## src/rtl/wb_write_arbiter_pkg.sv

```systemverilog
// Shared constants and the queued write-back entry type for the write-back arbiter.
package wb_pkg;

  localparam logic [4:0]  REG_ZERO    = 5'd0;
  localparam logic [4:0]  REG_STATUS  = 5'd30;
  localparam logic [31:0] STATUS_MULT = 32'd4;
  localparam logic [31:0] STATUS_DIV  = 32'd5;

  typedef struct packed {
    logic        valid;
    logic [4:0]  rd;
    logic [31:0] data;
  } wb_entry_t;

  function automatic logic [31:0] rd_onehot(input logic [4:0] rd);
    return 32'd1 << rd;
  endfunction

endpackage

```

## src/rtl/wb_write_arbiter_if.sv

```systemverilog
// Multiply/divide result handshake into the write-back arbiter (valid/ready, one transfer per cycle).
interface wb_write_arbiter_if;

  logic        md_valid;
  logic        md_ready;
  logic [4:0]  md_rd;
  logic [31:0] md_data;
  logic        md_exception;
  logic        md_is_div;

  modport master (
    output md_valid, md_rd, md_data, md_exception, md_is_div,
    input  md_ready
  );

  modport slave (
    input  md_valid, md_rd, md_data, md_exception, md_is_div,
    output md_ready
  );

endinterface

```

## src/rtl/wb_write_arbiter_fifo.sv

```systemverilog
// Circular buffer of write-back entries with invalidate-by-destination and a pending mask.
// Push/pop take effect at the clock edge; the caller must not push when full or pop when empty.
module wb_fifo
  import wb_pkg::*;
#(
  parameter int unsigned DEPTH = 2,
  localparam int unsigned CW   = $clog2(DEPTH + 1)
) (
  input  logic            clock,
  input  logic            ctrl_reset,
  input  logic            push_i,
  input  wb_entry_t       push_dat_i,
  input  logic            pop_i,
  output wb_entry_t       head_dat_o,
  input  logic            inv_vld_i,
  input  logic [4:0]      inv_rd_i,
  output logic [CW-1:0]   count_o,
  output logic            full_o,
  output logic            empty_o,
  output logic [31:0]     pend_mask_o
);

  localparam int unsigned PW = (DEPTH > 1) ? $clog2(DEPTH) : 1;
  localparam logic [PW-1:0] LAST     = PW'(DEPTH - 1);
  localparam logic [CW-1:0] FULL_CNT = CW'(DEPTH);

  wb_entry_t     ent_q [DEPTH];
  wb_entry_t     ent_d [DEPTH];
  logic [PW-1:0] rd_ptr_q, rd_ptr_d;
  logic [PW-1:0] wr_ptr_q, wr_ptr_d;
  logic [CW-1:0] count_q, count_d;

  function automatic logic [PW-1:0] ptr_inc(input logic [PW-1:0] p);
    return (p == LAST) ? '0 : p + 1'b1;
  endfunction

  // Invalidation only touches entries already queued; a same-cycle push is newer and survives.
  always_comb begin
    ent_d    = ent_q;
    rd_ptr_d = rd_ptr_q;
    wr_ptr_d = wr_ptr_q;
    count_d  = count_q;
    for (int i = 0; i < int'(DEPTH); i++) begin
      if (inv_vld_i && ent_q[i].valid && (ent_q[i].rd == inv_rd_i)) begin
        ent_d[i].valid = 1'b0;
      end
    end
    if (pop_i) begin
      ent_d[rd_ptr_q].valid = 1'b0;
      rd_ptr_d              = ptr_inc(rd_ptr_q);
    end
    if (push_i) begin
      ent_d[wr_ptr_q] = push_dat_i;
      wr_ptr_d        = ptr_inc(wr_ptr_q);
    end
    case ({push_i, pop_i})
      2'b10:   count_d = count_q + 1'b1;
      2'b01:   count_d = count_q - 1'b1;
      default: count_d = count_q;
    endcase
  end

  always_ff @(posedge clock) begin
    if (!ctrl_reset) begin
      rd_ptr_q <= '0;
      wr_ptr_q <= '0;
      count_q  <= '0;
      for (int i = 0; i < int'(DEPTH); i++) begin
        ent_q[i] <= '0;
      end
    end else begin
      rd_ptr_q <= rd_ptr_d;
      wr_ptr_q <= wr_ptr_d;
      count_q  <= count_d;
      ent_q    <= ent_d;
    end
  end

  always_comb begin
    pend_mask_o = '0;
    for (int i = 0; i < int'(DEPTH); i++) begin
      if (ent_q[i].valid) begin
        pend_mask_o = pend_mask_o | rd_onehot(ent_q[i].rd);
      end
    end
  end

  assign head_dat_o = ent_q[rd_ptr_q];
  assign count_o    = count_q;
  assign full_o     = (count_q == FULL_CNT);
  assign empty_o    = (count_q == '0);

endmodule

```

## src/rtl/wb_write_arbiter.sv

```systemverilog
// Merges pipeline write-back with buffered mul/div results into one registered regfile write port (1-cycle latency).
// Pipeline always wins the slot; mul/div is back-pressured via md_ready when the FIFO is full. WB_STATUS_EN redirects exceptions to r30.
module wb_write_arbiter
  import wb_pkg::*;
#(
  parameter int unsigned DEPTH = 2
) (
  input  logic              clock,
  input  logic              ctrl_reset,
  input  logic              pipe_we,
  input  logic [4:0]        pipe_rd,
  input  logic [31:0]       pipe_data,
  wb_write_arbiter_if.slave md,
  output logic              ctrl_writeEnable,
  output logic [4:0]        ctrl_writeReg,
  output logic [31:0]       data_writeReg,
  output logic [31:0]       pend_mask
);

  localparam int unsigned CW = $clog2(DEPTH + 1);
  localparam logic [CW-1:0] FULL_CNT = CW'(DEPTH);

  logic          pipe_eff;
  logic          md_xfer;
  logic          md_keep;
  logic          pop;
  logic          direct;
  logic          push;
  wb_entry_t     md_entry;
  wb_entry_t     head;
  logic [CW-1:0] fifo_count;
  logic          fifo_full;
  logic          fifo_empty;
  logic [31:0]   fifo_mask;

  logic          we_q, we_d;
  logic [4:0]    wreg_q, wreg_d;
  logic [31:0]   wdata_q, wdata_d;

`ifdef WB_STATUS_EN
  always_comb begin
    md_entry.valid = 1'b1;
    md_entry.rd    = md.md_exception ? REG_STATUS : md.md_rd;
    md_entry.data  = md.md_exception ? (md.md_is_div ? STATUS_DIV : STATUS_MULT) : md.md_data;
  end
`else
  logic status_unused;
  assign status_unused = md.md_exception ^ md.md_is_div;
  always_comb begin
    md_entry.valid = 1'b1;
    md_entry.rd    = md.md_rd;
    md_entry.data  = md.md_data;
  end
`endif

  assign md.md_ready = ctrl_reset && (fifo_count != FULL_CNT);
  assign pipe_eff    = pipe_we && (pipe_rd != REG_ZERO);
  assign md_xfer     = md.md_valid && md.md_ready;
  // r0 results complete the handshake but are dropped here.
  assign md_keep     = md_xfer && (md_entry.rd != REG_ZERO);
  assign pop         = !pipe_eff && !fifo_empty;
  assign direct      = !pipe_eff && fifo_empty && md_keep;
  assign push        = md_keep && !direct && !fifo_full;

  wb_fifo #(
    .DEPTH (DEPTH)
  ) u_fifo (
    .clock       (clock),
    .ctrl_reset  (ctrl_reset),
    .push_i      (push),
    .push_dat_i  (md_entry),
    .pop_i       (pop),
    .head_dat_o  (head),
    .inv_vld_i   (pipe_eff),
    .inv_rd_i    (pipe_rd),
    .count_o     (fifo_count),
    .full_o      (fifo_full),
    .empty_o     (fifo_empty),
    .pend_mask_o (fifo_mask)
  );

  // Address and data hold when idle or when an invalidated entry pops.
  always_comb begin
    we_d    = 1'b0;
    wreg_d  = wreg_q;
    wdata_d = wdata_q;
    if (pipe_eff) begin
      we_d    = 1'b1;
      wreg_d  = pipe_rd;
      wdata_d = pipe_data;
    end else if (pop) begin
      if (head.valid) begin
        we_d    = 1'b1;
        wreg_d  = head.rd;
        wdata_d = head.data;
      end
    end else if (direct) begin
      we_d    = 1'b1;
      wreg_d  = md_entry.rd;
      wdata_d = md_entry.data;
    end
  end

  always_ff @(posedge clock) begin
    if (!ctrl_reset) begin
      we_q    <= 1'b0;
      wreg_q  <= '0;
      wdata_q <= '0;
    end else begin
      we_q    <= we_d;
      wreg_q  <= wreg_d;
      wdata_q <= wdata_d;
    end
  end

  assign ctrl_writeEnable = we_q;
  assign ctrl_writeReg    = wreg_q;
  assign data_writeReg    = wdata_q;
  assign pend_mask        = ctrl_reset ? fifo_mask : '0;

endmodule

```

## src/flat_wrapper.sv

```systemverilog
// flat-port wrapper written by rule: the top's interface ports become plain ports
module wb_write_arbiter_flat import wb_pkg::*;
#(
  parameter int unsigned DEPTH = 2
)
  (clock, ctrl_reset, pipe_we, pipe_rd, pipe_data, ctrl_writeEnable, ctrl_writeReg, data_writeReg, pend_mask, md_md_valid, md_md_rd, md_md_data, md_md_exception, md_md_is_div, md_md_ready);
  wb_write_arbiter_if md_i ();
  input  logic clock;
  input  logic ctrl_reset;
  input  logic pipe_we;
  input  logic [4:0] pipe_rd;
  input  logic [31:0] pipe_data;
  output logic ctrl_writeEnable;
  output logic [4:0] ctrl_writeReg;
  output logic [31:0] data_writeReg;
  output logic [31:0] pend_mask;
  input wire logic [$bits(md_i.md_valid)-1:0] md_md_valid;
  input wire logic [$bits(md_i.md_rd)-1:0] md_md_rd;
  input wire logic [$bits(md_i.md_data)-1:0] md_md_data;
  input wire logic [$bits(md_i.md_exception)-1:0] md_md_exception;
  input wire logic [$bits(md_i.md_is_div)-1:0] md_md_is_div;
  output wire logic [$bits(md_i.md_ready)-1:0] md_md_ready;
  assign md_i.md_valid = md_md_valid;
  assign md_i.md_rd = md_md_rd;
  assign md_i.md_data = md_md_data;
  assign md_i.md_exception = md_md_exception;
  assign md_i.md_is_div = md_md_is_div;
  assign md_md_ready = md_i.md_ready;
  wb_write_arbiter #(.DEPTH(DEPTH)) u_core (.clock(clock), .ctrl_reset(ctrl_reset), .pipe_we(pipe_we), .pipe_rd(pipe_rd), .pipe_data(pipe_data), .md(md_i), .ctrl_writeEnable(ctrl_writeEnable), .ctrl_writeReg(ctrl_writeReg), .data_writeReg(data_writeReg), .pend_mask(pend_mask));
endmodule
```

## config.mk

```make
export PLATFORM = sky130hd
export DESIGN_NAME = wb_write_arbiter_flat
export DESIGN_NICKNAME = d
export VERILOG_FILES = /design/src/rtl/wb_write_arbiter_pkg.sv /design/src/rtl/wb_write_arbiter_if.sv /design/src/rtl/wb_write_arbiter_fifo.sv /design/src/rtl/wb_write_arbiter.sv /design/src/flat_wrapper.sv
export SDC_FILE = /design/constraint.sdc
export NUM_CORES = 1
export LEC_CHECK = 0
export BUFFER_PORTS_ARGS = -buffer_cell sky130_fd_sc_hd__buf_4
export CORE_MARGIN = 5
export CORE_UTILIZATION = 40
export CTS_CLUSTER_SIZE = 12
export DETAILED_ROUTE_END_ITERATION = 8
export HOLD_SLACK_MARGIN = 0.02
export PLACE_DENSITY_LB_ADDON = 0.3
export SLEW_MARGIN = 20
export SYNTH_ARGS = -nofsm -noshare
export SYNTH_HDL_FRONTEND = slang
export SYNTH_SLANG_ARGS = --single-unit
```

## constraint.sdc

```tcl
create_clock -name clock -period 3.4 [get_ports clock]
set_clock_uncertainty 0.05 [all_clocks]
set_input_delay 0.17 -clock clock [delete_from_list [all_inputs] [get_ports clock]]
set_output_delay 0.17 -clock clock [all_outputs]
set_load 0.01 [all_outputs]
```

==> results.json, run 1 <==
{
  "intPower_mw": 3.33,
  "worstPathArrival_ns": 2.30,
  "dieArea_mm2": 0.0177,
  "timing.rr.start": "u_core.u_fifo.count_o[0]$_SDFFE_PN0P_",
  "numCtsBuffers": 17,
  "tritoncts": "yes",
  "finalMaxSlewViolations": 0,
  "top_layer_used": "met4",
  "drtIter0Drc": 473,
  "power_switching_mw": 1.45,
  "worst_hold_path_type": "primary input to flop",
  "std_cell_rows": 45,
  "vias": 6253,
  "fin_crit_ns": 2.52,
  "yosysTopAreaCellShare": 0.390,
  "cts_resized": 0,
  "finalSetupViolCount": 0,
  "final_layout_size_suffix_gt1_frac": 0.220,
  "portBuffers": 148,
  "path_max_fanout": 13,
  "clock.fmax_mhz": 397,
  "routed_via_density": 5.37,
  "holdPathStages": 3,
  "final_nets": 1045,
  "rsz0062_at_grt": "false",
  "synthFlopType": "dfxtp_1",
  "synthCells": 793,
  "pwr-share-seq": 0.351,
  "hold_path_startpoint": "pipe_data[24]",
  "grt_pass1_wl_um": 29500,
  "timing.final.hold_violations": 0,
  "cts_buffer_depth": 2,
  "syn_area_per_cell_um2": 7.65,
  "crit_path_end_kind": "primary output",
  "synth_edf_count": 0,
  "wl_met1_um": 8120,
  "dp_hpwl_um": 11600,
  "core_mm2": 0.0150,
  "wirelength_um": 18100,
  "io_pins": 151,
  "cts_root_buf": "clkbuf_16",
  "leakage_nw": 3.25,
  "synth-seq-cells": 118,
  "setup_ws_ns": 0.883,
  "slew_headroom": 0.372,
  "syn-num-nets": 874,
  "area_growth_pct": 39.6,
  "synth_warnings": 0,
  "ys_top_cells_by_area": "dfxtp_1, nand2_1, o21ai_0",
  "numClockSinks": 118,
  "dieWidth_um": 133,
  "drtPass1Iterations": 5,
  "synthArstFlopShare": 0,
  "ys_seq_area_frac": 0.390,
  "swShare": 0.304,
  "critPathLaunch": "u_core.u_fifo.ent_q[33]$_SDFFE_PN0P_",
  "die_y_um": 133,
  "peakVddDrop_mv": 0.318,
  "reg2reg_setup_slack_ns": 1.10,
  "synth.most_common_cell": "nand2_1",
  "grt-ovfl-total": 0,
  "clkPwrFrac": 0.388,
  "dr_wl_met2_um": 8510,
  "grt_usage": 0.199,
  "crit_type": "flop to primary output",
  "crit_required_ns": 3.18,
  "rr_worst_depth": 5,
  "drc": 0,
  "antenna_found_initial": 0,
  "place_ws_ns": 0.933,
  "combPwrFrac": 0.261,
  "clk_pin_slew_worst_paths_ns": 0.06,
  "grt_pass1_vias": 5933,
  "tightestPinTransition_ns": 0.942,
  "synth_common_cells": "nand2_1, dfxtp_1, o21ai_0",
  "dr_wl_met3_um": 1190,
  "powerDensity_mw_per_mm2": 565,
  "initial_core_util": 0.403,
  "yosys.area.top_type": "dfxtp_1",
  "status": "complete, no violations",
  "clk_latency_ns": 0.41,
  "drv_cap": 0,
  "period_share": 0.740,
  "finalSetupTns_ns": 0,
  "start_kind": "flop",
  "wl_per_cell_um": 15.5,
  "syn-cell-area_mm2": 0.00606,
  "diodes": 0,
  "htree_levels": 4,
  "ys_types": 45,
  "drtAntennaViolNets": 0,
  "grt_start_max_net_pins": 109,
  "gp_congestion": 0.868
}
per-stage QoR:
| stage | cell area, um^2 | utilization | power, mW | std cells | hold slack, ns |
|---|---|---|---|---|---|
| floorplan | 6060 | - | 2.46 | 793 | 0.229 |
| global placement | 7210 | 0.479 | 2.87 | 1068 | 0.333 |
| detailed placement | 7210 | 0.479 | 2.89 | 1068 | 0.340 |
| CTS | 8460 | 0.563 | 4.81 | 1165 | 0.0202 |
| global route | 8460 | 0.563 | 5.03 | 1165 | 0.0346 |
| finish | 8460 | 0.563 | 4.78 | 1165 | 0.0287 |
cells in the final DEF (no fill, tap or decap), drive strengths merged, types with 9 or more instances in the layout:
cell         netlist  final
a21oi             59     59
a221oi            29     29
a31oi             10     10
and2              34     34
buf               32    165
clkbuf            46     23
dfxtp            118    118
dlygate4sd3        0     65
nand2            205    205
nand3              9      9
nand3b            30     30
o211ai             9      9
o21ai            113    113
o22ai             24     24
per-layer routing:
metal,vias up,GRT usage
met5,-,0
met4,0,0.0646
met3,29,0.0480
met2,197,0.331
met1,2893,0.256
li1,3134,-
critical path, cell delays in order (launching register included):
cell      delay (ns)
dfxtp_1         0.62
nand2b_1        0.29
or3b_2          0.54
o22ai_1         0.17
and2_1          0.15
buf_4           0.12
sequential cells by signal, indices dropped and copies added, names as in the netlist:
signal and cells:
u_core.u_fifo.wr_ptr_q 1, u_core.ctrl_writeEnable 1, u_core.data_writeReg 32, u_core.u_fifo.ent_q 76, u_core.ctrl_writeReg 5, u_core.u_fifo.count_o 2, u_core.u_fifo.rd_ptr_q 1
path summary, 6_finish.rpt:
check | endpoint
worst max register to register | u_core.data_writeReg[1]$_SDFFE_PN0P_
worst max-delay path | pend_mask[3]
worst min register to register | u_core.u_fifo.ent_q[30]$_SDFFE_PN0P_
worst min-delay path | u_core.data_writeReg[24]$_SDFFE_PN0P_
cells by family after synthesis:
| kind of cell | after synthesis | synth area share |
|---|---|---|
| flip-flops | 118 | 0.390 |
| buffers and inverters | 80 | 0.0631 |
| AO/OA/AOI/OAI | 261 | 0.271 |
| AND/OR/NAND/NOR | 312 | 0.242 |
| multiplexers | 9 | 0.0151 |
| adder cells (fa/ha/maj) | 1 | 0.00206 |
| XOR/XNOR | 12 | 0.0173 |
area by class of cell:
type	instances	area, um^2
multi-input combinational	595	3360
clock inverter	9	150
inverter	2	7.51
tap	188	235
timing repair buffer	230	1890
fill	1376	6570
clock buffer	23	458
sequential	118	2360
timing repair:
action,4_1_cts,5_1_grt
hold endpoints to repair,102,0
hold buffers,65,0
setup buffers,0,0
power by group through the flow:
stage	sequential [mW]	combinational, mW	clock, mW
after floorplan	1.70	0.760	0
after global placement	1.70	1.18	0
after detailed placement	1.70	1.19	0
after CTS	1.67	1.25	1.88
after global routing	1.70	1.39	1.95
final	1.68	1.25	1.86
Note: power is estimated with default switching activity, not from simulation.
==> inputs of run 2 (changes only) <==
==> constraint.sdc (replaced) <==
create_clock -name clock -period 2.55 [get_ports clock]
set_clock_uncertainty 0.05 [all_clocks]
set_input_delay 0.1275 -clock clock [delete_from_list [all_inputs] [get_ports clock]]
set_output_delay 0.1275 -clock clock [all_outputs]
set_load 0.01 [all_outputs]
==> run 2 against run 1 <==
Effect of this change:
- routed wire length up 1.1%
- combinational power increased by 36%
- clock power rose by 13%
- largest cell class unchanged
- core utilization fell by 0.058 points
- sequential share of layout area barely moved
- first-iteration DRC count shrank 25%
- largest power group is now registers
- worst setup slack got worse by 0.63 ns
- critical path depth up 4
- flip-flop and latch count unchanged
- final area is 0.10% lower
==> results.json, run 2 (synthesis gave the netlist of run 1 again) <==
{
  "status": "complete, no violations",
  "worst_hold_path_type": "primary input to flop",
  "clock.fmax_mhz": 436,
  "die_y_um": 133,
  "fin_crit_ns": 2.29,
  "numCtsBuffers": 17,
  "grt-ovfl-total": 0,
  "top_register": "u_core.u_fifo.ent_q",
  "place_ws_ns": 0.344,
  "crit_buf_inv": 2,
  "crit_type": "primary input to flop",
  "critical_path.cell_chain": "dlygate4sd3_1 > buf_4 > or4_1 > nor2_4 > nor2_1 > nand2_1 > ha_1 > or3_1 > a21boi_0",
  "timing.final.hold_violations": 0,
  "drtIter0Drc": 355,
  "final_common_cell": "nand2_1",
  "final_nets": 1053,
  "portBuffers": 148,
  "rsz0062_at_grt": "false",
  "grt_usage": 0.204,
  "tritoncts": "yes",
  "routed_via_density": 5.37,
  "numClockSinks": 118,
  "timing.rr.start": "u_core.u_fifo.count_o[1]$_SDFFE_PN0P_",
  "grt_use_met2": 0.326,
  "setup_ws_ns": 0.257,
  "final_layout_size_suffix_gt1_frac": 0.222,
  "post-cts-setup-buffers": 0,
  "grt.met3_usage": 0.0585,
  "whs_ns": 0.0417,
  "slowest_stage": "or4_1",
  "dp_hpwl_um": 11600,
  "postLayoutCoreUtil": 0.562,
  "clk_pin_slew_worst_paths_ns": 0.05,
  "diodes": 0,
  "grt_pass1_wl_um": 29900,
  "powerDensity_mw_per_mm2": 715,
  "cts_buffer_depth": 2,
  "final_cell_mix": "nand2_1, buf_4, dfxtp_1, o21ai_0, dlygate4sd3_1",
  "path_max_fanout": 4,
  "drv_cap": 0,
  "dieArea_mm2": 0.0177,
  "antenna_found_initial": 0,
  "period_share": 0.899,
  "leakage_nw": 3.27,
  "finalSetupTns_ns": 0,
  "hold_path_startpoint": "pipe_rd[3]",
  "vias": 6279,
  "peakVddDrop_mv": 0.457,
  "start_kind": "primary input",
  "crit_required_ns": 2.85,
  "gp_congestion": 0.848,
  "wirelength_um": 18300,
  "max_stage_delay_ns": 0.57,
  "drtAntennaViolNets": 0,
  "grt.busiest_layer": "met2",
  "grt_start_max_net_pins": 152,
  "wl_per_cell_um": 15.6,
  "std_cell_rows": 45,
  "htree_levels": 4,
  "io_pins": 151,
  "cpLargestDelayFamily": "simple AND/OR/NAND/NOR gates",
  "critPathLaunch": "md_md_rd[0]",
  "worstPathArrival_ns": 2.59,
  "cts_root_buf": "clkbuf_16",
  "area_growth_pct": 39.5,
  "initial_core_util": 0.403,
  "core_mm2": 0.0150,
  "drc": 0,
  "finalMaxSlewViolations": 0,
  "clk_latency_ns": 0.42,
  "dieWidth_um": 133,
  "grt_use_met1": 0.266,
  "largest_reg_flops": 76,
  "crit_path_end_kind": "flop",
  "drtPass1Iterations": 5,
  "grt_pass1_vias": 5950,
  "slew_headroom": 0.513,
  "tightestPinTransition_ns": 0.727,
  "finalSetupViolCount": 0
}
## run 2: cell types whose count changed in the layout (fill, tap and decap cells not counted)
cell	before	now
buf_4	165	168
clkinvlp_4	2	0
clkbuf_1	5	3
buf_12	0	1
dlygate4sd3_1	65	69
bufinv_16	4	0
clkbuf_8	1	4
clkinv_2	3	5
## run 2: metrics by stage
stage / instance area [um^2] / cells / power, mW
floorplan: 6060 / 793 / 3.28
global placement: 7250 / 1072 / 3.85
detailed placement: 7250 / 1072 / 3.87
CTS: 8460 / 1170 / 6.08
global route: 8460 / 1170 / 6.38
finish: 8460 / 1170 / 6.04
## run 2: worst paths after layout
check,slack (ns),depth (start not counted),to
worst max-delay path,0.26,9,u_core.u_fifo.count_o[1]$_SDFFE_PN0P_
worst min-delay path,0.04,3,u_core.ctrl_writeReg[3]$_SDFFE_PN0P_
worst max register to register,0.34,7,u_core.u_fifo.count_o[1]$_SDFFE_PN0P_
worst min register to register,0.40,2,u_core.u_fifo.ent_q[0]$_SDFFE_PN0P_
## run 2: worst register-to-register path: cells and delay by family (launching register included)
kind | cells | cell delay (ns)
compound gates | 2 | 0.76
fa+ha+maj | 1 | 0.26
buf+inv | 1 | 0.08
flops | 1 | 0.41
simple gates | 3 | 0.58
## run 2: per-layer routing
metal	up-vias	share of wire	routed length, um
li1	3148	-	-
met1	2896	0.45	8160
met2	209	0.47	8630
met3	26	0.066	1200
met4	0	0.017	310
met5	-	0	0
## run 2: power breakdown
group | switching, mW | internal (mW)
Sequential | 0.156 | 2.08
Combinational | 0.967 | 0.729
Clock | 0.797 | 1.32
## run 2: area by class of cell
cell class	instances	area, um^2
multi-input cells	595	3360
repair buffers	238	1970
well taps	188	235
flip-flops and latches	118	2360
clock inverters	5	25.0
inverters	2	7.51
fillers	1390	6580
clock buffers	24	492
## run 2: what timing repair did
action	4_1_cts	5_1_grt
endpoints found under the hold margin	106	0
hold buffers	69	0
resized for setup	0	0
